`config.mk`:
```
export PLATFORM = sky130hd
export DESIGN_NAME = raybox_buttons
export DESIGN_NICKNAME = d
export VERILOG_FILES = /design/src/rtl/raybox_buttons.sv
export SDC_FILE = /design/constraint.sdc
export NUM_CORES = 1
export LEC_CHECK = 0
export CAP_MARGIN = 20
export CELL_PAD_IN_SITES_DETAIL_PLACEMENT = 1
export CELL_PAD_IN_SITES_GLOBAL_PLACEMENT = 1
export CORE_MARGIN = 4
export CORE_UTILIZATION = 45
export CTS_CLUSTER_DIAMETER = 30
export CTS_CLUSTER_SIZE = 40
export DETAILED_ROUTE_END_ITERATION = 6
export GPL_TIMING_DRIVEN = 0
export PLACE_DENSITY = 0.78
export REMOVE_ABC_BUFFERS = 1
export SYNTH_ARGS = -nofsm -noshare
export SYNTH_HDL_FRONTEND = slang
export SYNTH_SLANG_ARGS = --single-unit
```
`constraint.sdc`:
```
create_clock -name clk -period 2.8 [get_ports clk]
set_clock_uncertainty 0.1 [all_clocks]
set_input_delay 0.84 -clock clk [delete_from_list [all_inputs] [get_ports clk]]
set_output_delay 0.84 -clock clk [all_outputs]
set_load 0.05 [all_outputs]
```
`src/rtl/raybox_buttons.sv`:
```
`default_nettype none
// ============================================================================
// Module   : raybox_buttons
// Purpose  : Input conditioner between the board's raw active-low pushbuttons
//            and the raybox core. It synchronises and debounces the four
//            direction buttons and the map key, then qualifies chords. The
//            opposing-pair chords K2+K3 and K1+K4 select debug modes. Every
//            other press becomes movement. No movement output glitches while
//            a chord is still being formed.
// Revision : 1.0 - initial release
// ----------------------------------------------------------------------------
// Ports
//   clk       in   1  design clock (25 MHz)
//   reset_n   in   1  asynchronous active-low reset
//   k_n       in   4  raw buttons {K4,K3,K2,K1}, low = pressed
//   map_n     in   1  raw map key, low = pressed
//   moveF/L/R/B  out 1  registered movement commands, high = active
//   debugA..D    out 1  registered debug commands, high = active
//   show_map  out  1  debounced map key, high = pressed
//   state     out  3  current chord FSM state (for debug LEDs)
// ============================================================================
module raybox_buttons #(
    parameter int DEBOUNCE = 250000,   // cycles of disagreement before a flip
    parameter int CHORD    = 500000    // cycles spent qualifying a press
) (
    input  logic       clk,
    input  logic       reset_n,
    input  logic [3:0] k_n,
    input  logic       map_n,
    output logic       moveF,
    output logic       moveL,
    output logic       moveR,
    output logic       moveB,
    output logic       debugA,
    output logic       debugB,
    output logic       debugC,
    output logic       debugD,
    output logic       show_map,
    output logic [2:0] state
);

    // ------------------------------------------------------------------------
    // Constants
    // ------------------------------------------------------------------------
    localparam int c_NUM_IN = 5;
    localparam int c_DEB_W  = (DEBOUNCE > 1) ? $clog2(DEBOUNCE) : 1;
    localparam int c_QUAL_W = (CHORD > 1) ? $clog2(CHORD) : 1;

    localparam logic [c_DEB_W-1:0]  c_DEB_MAX  = c_DEB_W'(DEBOUNCE - 1);
    localparam logic [c_QUAL_W-1:0] c_QUAL_MAX = c_QUAL_W'(CHORD - 1);

    typedef enum logic [2:0] {
        ST_IDLE    = 3'd0,
        ST_QUAL    = 3'd1,
        ST_MOVE    = 3'd2,
        ST_DBG1    = 3'd3,
        ST_DBG2    = 3'd4,
        ST_RELEASE = 3'd5
    } state_t;

    // ------------------------------------------------------------------------
    // Two-flop synchroniser. Both stages reset to 1 so that a reset looks
    // like "all buttons released" to the debouncers.
    // ------------------------------------------------------------------------
    logic [c_NUM_IN-1:0] w_raw;
    logic [c_NUM_IN-1:0] r_sync1;
    logic [c_NUM_IN-1:0] r_sync2;

    assign w_raw = {map_n, k_n};

    always_ff @(posedge clk or negedge reset_n) begin
        if (!reset_n) begin
            r_sync1 <= '1;
            r_sync2 <= '1;
        end else begin
            r_sync1 <= w_raw;
            r_sync2 <= r_sync1;
        end
    end

    // ------------------------------------------------------------------------
    // Per-input debouncer. The counter tracks how many consecutive cycles the
    // synchronised value has disagreed with the debounced value. Any
    // agreement restarts the run, so a bounce shorter than DEBOUNCE cycles
    // never flips the output.
    // ------------------------------------------------------------------------
    logic [c_NUM_IN-1:0] w_deb;

    genvar gi;
    generate
        for (gi = 0; gi < c_NUM_IN; gi = gi + 1) begin : g_deb
            logic                r_deb;
            logic [c_DEB_W-1:0]  r_cnt;

            always_ff @(posedge clk or negedge reset_n) begin
                if (!reset_n) begin
                    r_deb <= 1'b1;
                    r_cnt <= '0;
                end else if (r_sync2[gi] != r_deb) begin
                    if (r_cnt == c_DEB_MAX) begin
                        r_deb <= r_sync2[gi];
                        r_cnt <= '0;
                    end else begin
                        r_cnt <= r_cnt + 1'b1;
                    end
                end else begin
                    r_cnt <= '0;
                end
            end

            assign w_deb[gi] = r_deb;
        end
    endgenerate

    // Pressed vector, active high: p[3]=K4, p[2]=K3, p[1]=K2, p[0]=K1.
    logic [3:0] w_p;
    logic       w_any;
    logic       w_chord_a;   // K3+K2 -> debug set 1
    logic       w_chord_b;   // K4+K1 -> debug set 2

    assign w_p       = ~w_deb[3:0];
    assign w_any     = |w_p;
    assign w_chord_a = w_p[2] & w_p[1];
    assign w_chord_b = w_p[3] & w_p[0];

    // ------------------------------------------------------------------------
    // Chord qualification FSM: state register
    // ------------------------------------------------------------------------
    state_t                r_state;
    state_t                w_state_next;
    logic [c_QUAL_W-1:0]   r_qcnt;
    logic [c_QUAL_W-1:0]   w_qcnt_next;

    always_ff @(posedge clk or negedge reset_n) begin
        if (!reset_n) begin
            r_state <= ST_IDLE;
            r_qcnt  <= '0;
        end else begin
            r_state <= w_state_next;
            r_qcnt  <= w_qcnt_next;
        end
    end

    // ------------------------------------------------------------------------
    // Chord qualification FSM: next-state logic. The qualification window is
    // not restarted by changes of p inside QUAL, so a second button of a
    // chord only has to land within CHORD cycles of the first.
    // ------------------------------------------------------------------------
    always_comb begin
        w_state_next = r_state;
        w_qcnt_next  = r_qcnt;

        case (r_state)
            ST_IDLE: begin
                if (w_any) begin
                    w_state_next = ST_QUAL;
                    w_qcnt_next  = '0;
                end
            end

            ST_QUAL: begin
                if (!w_any) begin
                    w_state_next = ST_IDLE;
                end else if (r_qcnt == c_QUAL_MAX) begin
                    if (w_chord_a) begin
                        w_state_next = ST_DBG1;
                    end else if (w_chord_b) begin
                        w_state_next = ST_DBG2;
                    end else begin
                        w_state_next = ST_MOVE;
                    end
                end else begin
                    w_qcnt_next = r_qcnt + 1'b1;
                end
            end

            ST_MOVE: begin
                if (!w_any) begin
                    w_state_next = ST_IDLE;
                end else if (w_chord_a || w_chord_b) begin
                    // A chord formed while moving: stop moving and re-qualify.
                    w_state_next = ST_QUAL;
                    w_qcnt_next  = '0;
                end
            end

            ST_DBG1: begin
                if (!w_chord_a) begin
                    w_state_next = ST_RELEASE;
                end
            end

            ST_DBG2: begin
                if (!w_chord_b) begin
                    w_state_next = ST_RELEASE;
                end
            end

            ST_RELEASE: begin
                // Wait for a full release so a leftover button is not
                // mistaken for a fresh movement press.
                if (!w_any) begin
                    w_state_next = ST_IDLE;
                end
            end

            default: begin
                w_state_next = ST_IDLE;
                w_qcnt_next  = '0;
            end
        endcase
    end

    // ------------------------------------------------------------------------
    // Output decode from the next state, so the registered outputs change on
    // the same edge as the state. Move and debug outputs are exclusive by
    // construction because each is decoded from a different state.
    // ------------------------------------------------------------------------
    logic [3:0] w_move;    // {F,L,R,B}
    logic [3:0] w_debug;   // {A,B,C,D}

    always_comb begin
        w_move  = 4'b0000;
        w_debug = 4'b0000;

        case (w_state_next)
            ST_MOVE: begin
                w_move = {w_p[3], w_p[2], w_p[1], w_p[0]};
            end
            ST_DBG1: begin
                w_debug[3] = w_p[3];
                w_debug[2] = w_p[0];
            end
            ST_DBG2: begin
                w_debug[1] = w_p[1];
                w_debug[0] = w_p[2];
            end
            default: begin
                w_move  = 4'b0000;
                w_debug = 4'b0000;
            end
        endcase
    end

    logic [3:0] r_move;
    logic [3:0] r_debug;
    logic       r_show_map;

    always_ff @(posedge clk or negedge reset_n) begin
        if (!reset_n) begin
            r_move     <= 4'b0000;
            r_debug    <= 4'b0000;
            r_show_map <= 1'b0;
        end else begin
            r_move     <= w_move;
            r_debug    <= w_debug;
            r_show_map <= ~w_deb[4];
        end
    end

    assign moveF    = r_move[3];
    assign moveL    = r_move[2];
    assign moveR    = r_move[1];
    assign moveB    = r_move[0];
    assign debugA   = r_debug[3];
    assign debugB   = r_debug[2];
    assign debugC   = r_debug[1];
    assign debugD   = r_debug[0];
    assign show_map = r_show_map;
    assign state    = r_state;

endmodule

`default_nettype wire

```
======== Word level (Yosys, flattened, before mapping) ========
Index checks and enable logic that the tools add are counted.
storage, ports and cells
  input bits .............................. 7
  output and inout port bits .............. 12
  register bits after elaboration ......... 136
  logic and storage cells ................. 92
operators by class
  equal/unequal tests ..................... 24
  reduce and logical (&&, ||, !) cells .... 10
  add/subtract/negate cells ............... 6
  bitwise gates (word level) .............. 5
  mux-type cells .......................... 30
operators with widths
  cell                   count
  $mux 18                10
  $mux 19                5
  $add 18x1->18 const B  5
  $eq 18x18->1 const B   5
  $pmux 19 s4            1
  $mux 3                 10
  $add 19x1->19 const B  1
  $eq 19x19->1 const B   1
  $pmux 3 s6             1
  $eq 3x2->1 const B     4
  $ne 2x2->1 const B     5
  $reduce_and 2->1       5
  $eq 3x3->1 const B     3
  $reduce_and 6->1       1
  $ne 1x1->1             5
  $mux 2                 2
  $mux 4                 1
  $not 4->4              1
  $reduce_or 4->1        1
  $eq 3x1->1 const B     1
  $logic_not 3->1        1
  $reduce_or 3->1        1
  $and 1x1->1            2
  $not 1->1              2
  $logic_or 1x1->1       1

======== Logic depth before layout (Yosys ltp) ========
Gate-level depths: netlist (run 1).
  depth after elaboration ................. 9
  gate-level depth with buffers ........... 7
  depth with buffers taken out ............ 6

======== Least setup slack after synthesis (run 1) ========
OpenSTA, ideal clock, no wires.
  kind .................................... register to register
  start point ............................. reg r_state[2], in the netlist state[2]
  end point ............................... reg r_qcnt[7]
  period minus slack after synthesis ...... 2.380 ns
  setup slack ............................. 0.420 ns
  cell stages (with the launch flop) ...... 7
  arrival ................................. 2.202 ns
  buffers on the path ..................... 1
  required time ........................... 2.622 ns
  path through ............................ dfrtp_1 > nor2b_1 > a21boi_4 > or4_4 > buf_6 > or4_1 > a21oi_1
on the way
  cells in the longest elaborated chain, start to end .. 4
  elaborated cells between the ends (all ways) .. 15
  classes of those cells .................. eq/ne: 10; mux: 1; bitwise: 1; reduce/logical: 3
ends and longest elaborated chain
  what                                             line  source
  start: declaration                               129   state_t r_state;
  start signal: assignment                         139   r_state <= w_state_next;
  $eq 3x3->1 / $eq 3x2->1 (equally long branches)  153   case (r_state)
  $reduce_or 3->1 (no source line)                 n/a
  $not 1->1 (no source line)                       n/a
  $reduce_and 6->1 (no source line)                n/a
  end signal: assignment                           140   r_qcnt <= w_qcnt_next;
  end: declaration                                 131   logic [c_QUAL_W-1:0] r_qcnt;
Several ways; a longest one is shown, not always the timed one.
A chain may end at the register's enable or synchronous reset.

======== Final worst setup path (run 1) ========
  start point ............................. reg r_state[1], in the netlist state[1]
  end point ............................... out state[1]
RTL lines
  what              line  source
  end: declaration  39    output logic [2:0] state
No word-level cell between the ends.

==> results.yml, run 1 <==
die:
  num_rows: 43
  ioPinCount: 19
  die_area_um2: 16300
  die_h_um: 128
  chipWidth_um: 128
  coreArea_um2: 13900
  start_util_pct: 46.2
grt:
  grt.total_usage_pct: 18.9
  grt.busiest_layer: "met2"
  overflow: 0
  grt_max_degree: 91
  globalRouteMet3Util_pct: 4.64
  met2_usage_pct: 32.1
  antenna_found_initial: 0
  grt_first_pass_wirelength_um: 24900
  grtUsageMet1_pct: 23.3
  grt_pass1_vias: 5159
outcome:
  status: "finished, final reports clean"
clocking:
  cts_tree: "yes"
  numClockSinks: 136
  cts_hold_buf: 0
  clk_path_buf_depth: 2
  cts_resized: 0
  clock_latency_ns: 0.43
  clkTransAtPathRegs_ns: 0.06
  cts_inserted_buffers: 17
  postCtsSetupBuffers: 0
  cts_max_level: 4
  cts-root-buf: "clkbuf_16"
logic_synthesis:
  synth_area_leaders: "dfrtp_1 (47%), nor2_1 (7.2%), xnor2_1 (6.5%)"
  synth_fa_ha_area_share_pct: 1.17
  synth_most_common_cell: "nor2_1"
  ys.flop_type: "dfrtp_1"
  synth.area.mux_share_pct: 0.855
  synth_compound_area_share_pct: 4.22
  yosys.area.top_type_share_pct: 47.0
  synthSimpleGateAreaFrac_pct: 25.2
  syn_area_per_cell_um2: 10.1
  synth_seq_cells: 136
  yosysSeqAreaShare_pct: 53.1
  syn_inst: 637
  synth_warnings: 0
  synth-edff-count: 0
  ys_types: 50
  synth_top_family_by_area: "simple AND/OR/NAND/NOR gates"
  syn_area_um2: 6440
  post-synth-top-area-cell: "dfrtp_1"
  synth_commonest_cells: "nor2_1 (123), dfrtp_1 (121), xnor2_1 (48)"
  synth-xor-area-share_pct: 12.4
  synthArstFlopShare_pct: 100
worst_setup_path:
  cpPeakStageDelay_ns: 0.85
  worst_setup_path_start_kind: "register"
  startpoint: "state[1]"
  critPathMaxFanout: 6
  crit_type: "register to output port"
  cp-end-kind: "output port"
  r2r-start: "r_qcnt[7]"
  cp_num_buf_inv: 1
  required_ns: 1.86
  path_delay_family: "buffers and inverters"
  slowest_stage: "clkdlybuf4s50_1"
  worstPathCellList: "clkdlybuf4s50_1"
  critPathArrivalTime_ns: 1.75
cells_and_area:
  fill_cells: 1533
  num_antenna_cells: 0
  nets: 671
  syn2layout_area_growth_pct: 14.1
  drive_gt1_share_pct: 9.69
  final_cell_count_no_fill: 851
sta:
  hold_viol_final: 0
  fin_crit_ns: 2.69
  finalSetupViolations: 0
  period_share_pct: 96.1
  maxSlewViolCount: 0
  max_freq_mhz: 372
  tightest_slew_ns: 0.716
  tns_ns: 0
  slew_headroom_pct: 52.3
  rsz0062_at_grt: "false"
  worst_hold_slack_ns: 0.256
drt:
  route.detailed.drc: 0
  drtIter0Drc: 191
  routedWlPerCell_um: 16.6
  wirelength_um: 14100
  first_pass_iters: 4
  via_per_inst: 5.50
  via_count: 4683
  ant_nets: 0
pwr:
  irDropWorstVdd_uv: 383
  leakage_nw: 3.09
  power.density_nw_per_um2: 579
run:
  maxCapViolCount: 0
place:
  dpl.cell_count: 818
  gp_congestion: 0.769
  port_buffers: 18
  hpwl_um: 9450
min_path:
  hold_class: "input port to asynchronous set/reset pin"
==> worst paths after layout <==
check / end / slack (ns) / depth (start not counted)
worst max-delay path: state[1] / 0.11 / 1
worst min-delay path: g_deb[4].r_cnt[5] / 0.26 / 1
worst max register to register: r_move[1] / 0.20 / 7
worst min register to register: r_sync2[2] / 0.26 / 0
max in group asynchronous: r_sync2[3] / 1.52 / 2
min in group clk: r_sync2[2] / 0.26 / 0
==> area by class of cell <==
type | instances | area (um2) | share of cell area, %
clock buffers | 19 | 443 | 6.03
clock inverters | 13 | 123 | 1.67
inverters | 17 | 77.6 | 1.06
multi-input cells | 465 | 2820 | 38.4
flip-flops and latches | 136 | 3420 | 46.6
well taps | 180 | 225 | 3.07
repair buffers | 21 | 234 | 3.19
==> flip-flops by register name, indices dropped and copies added, names as in the netlist <==
name / count
g_deb.r_cnt: 90
g_deb.r_deb: 5
r_debug: 4
r_move: 4
r_qcnt: 19
r_sync1: 5
r_sync2: 5
show_map: 1
state: 3
==> logic make-up (layout without fill, tap and decap cells) <==
group                      Yosys count  count (layout)
muxes                                5               5
xor gates and xnor gates            91              91
DFF                                136             136
adders and majority gates            6               6
AOI/OAI and AO/OA                   38              38
buffers and inverters               36              70
and+or+nand+nor                    325             325
==> metal layers <==
layer / up-vias / wire length [um]
met5: - / 0
met4: 0 / 298
met3: 21 / 389
met2: 52 / 7200
met1: 2367 / 6210
li1: 2243 / -
==> placed cells by master (no fill, tap or decap), drive strengths merged, types with 11 or more instances in the layout <==
cell	Yosys	final
nor2	123	123
or4	11	11
xnor2	48	48
clkdlybuf4s50	0	16
nor4	24	24
dfrtp	121	121
a21oi	14	14
inv	16	18
nand4	21	21
nand2	39	39
dfstp	15	15
xor2	43	43
nor3	20	20
nand3	47	47
clkbuf	11	19
o31ai	11	11
==> through the flow <==
step	total power, mW	setup WS, ns	area (um2)	util [%]
2_1_floorplan	2.09	0.431	6320	-
3_3_place_gp	2.15	-4.48	6730	48.3
3_5_place_dp	2.16	0.285	6770	48.6
4_1_cts	4.31	0.0417	7340	52.6
5_1_grt	4.42	0.0285	7350	52.7
6_report	4.25	0.110	7350	52.7
==> power breakdown <==
group	internal, mW	switching, mW	total (mW)
sequential	2.00	0.0227	2.02
clock	1.25	0.877	2.13
combinational	0.0319	0.0763	0.108
total	3.28	0.976	4.25
(Power assumes the default switching activity.)
==> run 2, diff against run 1 <==
CAP_MARGIN = unset   (was 20)
==> results.yml, run 2 (synthesized netlist as in run 1, its figures left out) <==
clocking:
  clkTransAtPathRegs_ns: 0.06
  cts_max_level: 4
  clk_path_buf_depth: 2
  numClockSinks: 136
  cts_tree: "yes"
  cts-root-buf: "clkbuf_16"
  cts_inserted_buffers: 17
  clock_latency_ns: 0.41
drt:
  drtIter0Drc: 224
  first_pass_iters: 4
  ant_nets: 0
  wirelength_um: 14100
  routedWlPerCell_um: 16.6
  via_per_inst: 5.53
  route.detailed.drc: 0
  via_count: 4702
die:
  chipWidth_um: 128
  num_rows: 43
  start_util_pct: 46.2
  coreArea_um2: 13900
  die_h_um: 128
  ioPinCount: 19
  die_area_um2: 16300
cells_and_area:
  layout_common_cells: "nor2_1 (123), dfrtp_1 (121), xnor2_1 (48)"
  num_antenna_cells: 0
  final_common_cell: "nor2_1"
  drive_gt1_share_pct: 9.55
  nets: 670
  final_cell_count_no_fill: 850
  top_register: "g_deb.r_cnt"
  largest_register_ffs: 90
  syn2layout_area_growth_pct: 14.9
  largestRegisters: "g_deb.r_cnt x90, r_qcnt x19"
worst_setup_path:
  slowest_stage: "clkdlybuf4s50_1"
  worst_setup_path_start_kind: "register"
  cp-end-kind: "output port"
  required_ns: 1.86
  cpPeakStageDelay_ns: 0.87
  worstPathCellList: "clkdlybuf4s50_1"
  critPathMaxFanout: 8
  crit_type: "register to output port"
  critPathArrivalTime_ns: 1.79
  cp_num_buf_inv: 1
  path_delay_family: "buffers and inverters"
sta:
  worst_hold_slack_ns: 0.255
  max_freq_mhz: 367
  period_share_pct: 97.3
  maxSlewViolCount: 0
  finalSetupViolations: 0
  tightest_slew_ns: 1.21
  slew_headroom_pct: 19.0
  hold_viol_final: 0
  fin_crit_ns: 2.73
grt:
  grt_first_pass_wirelength_um: 25100
  met2_usage_pct: 32.7
  grtUsageMet1_pct: 23.5
  grt.busiest_layer: "met2"
  grt.total_usage_pct: 18.9
  overflow: 0
  antenna_found_initial: 0
  globalRouteMet3Util_pct: 4.35
  grt_pass1_vias: 5247
  grt_max_degree: 91
pwr:
  p_sw_share_pct: 20.9
  power.density_nw_per_um2: 603
  leakage_nw: 3.11
  p_seq_share_pct: 45.3
  clkPwrFrac_pct: 52.3
  combPwrFrac_pct: 2.4
  irDropWorstVdd_uv: 440
  switching_power_mw: 0.933
  intPower_mw: 3.53
place:
  gp_congestion: 0.769
  port_buffers: 18
  hpwl_um: 9330
  dpl.cell_count: 817
min_path:
  hold_class: "register to register"
outcome:
  status: "finished, final reports clean"
run:
  maxCapViolCount: 0
==> run 2: final cells by class <==
class,instances,area [um2]
Inverter,17,77.6
Sequential cell,136,3420
Tap cell,180,225
Fill cell,1514,6530
Clock inverter,10,141
Clock buffer,22,484
Timing Repair Buffer,19,209
Multi-Input combinational cell,466,2840
==> run 2: repair_timing <==
action                                  CTS  global route
endpoints found under the setup margin    9             9
pin swaps                                 1             1
resized for setup                         0             1
setup buffers                             0             0
hold endpoints to repair                  0             0
hold buffers                              0             0
cloned                                    1             0
==> run 2: worst paths after layout <==
path | start | end | slack, ns | cells past startpoint
max | state[2] | state[2] | 0.07 | 1
min in group asynchronous | reset_n | g_deb[4].r_cnt[17] | 0.27 | 1
max in group asynchronous | reset_n | g_deb[2].r_deb | 1.52 | 2
min reg2reg | r_sync1[2] | r_sync2[2] | 0.26 | 0
min | r_sync1[2] | r_sync2[2] | 0.26 | 0
max reg2reg | r_qcnt[5] | r_move[1] | 0.09 | 5
==> run 2: layer usage <==
layer | part of all wire, % | wire length (um)
met1 | 44 | 6270
met2 | 52 | 7300
met3 | 2.5 | 348
met4 | 1.6 | 223
met5 | 0 | 0
==> run 2: metrics by stage <==
| stage | power [mW] | utilization (%) | TNS (ns) | instance area [um2] | setup WS [ns] |
|---|---|---|---|---|---|
| 5_1_grt | 4.62 | 53.1 | -0.173 | 7400 | -0.0728 |
| 3_5_place_dp | 2.16 | 48.5 | -1.43 | 6760 | -0.297 |
| 3_3_place_gp | 2.15 | 48.3 | -582.73 | 6730 | -4.48 |
| 4_1_cts | 4.51 | 53.1 | 0 | 7390 | 0.0605 |
| 2_1_floorplan | 2.09 | - | 0 | 6320 | 0.431 |
| 6_report | 4.46 | 53.1 | 0 | 7400 | 0.0743 |
==> run 2: power by group through the flow <==
stage | Combinational (mW) | Clock [mW] | Sequential, mW
2_1_floorplan | 0.0436 | 0 | 2.05
3_3_place_gp | 0.0999 | 0 | 2.05
3_5_place_dp | 0.111 | 0 | 2.05
4_1_cts | 0.112 | 2.38 | 2.02
5_1_grt | 0.126 | 2.47 | 2.02
6_report | 0.107 | 2.33 | 2.02
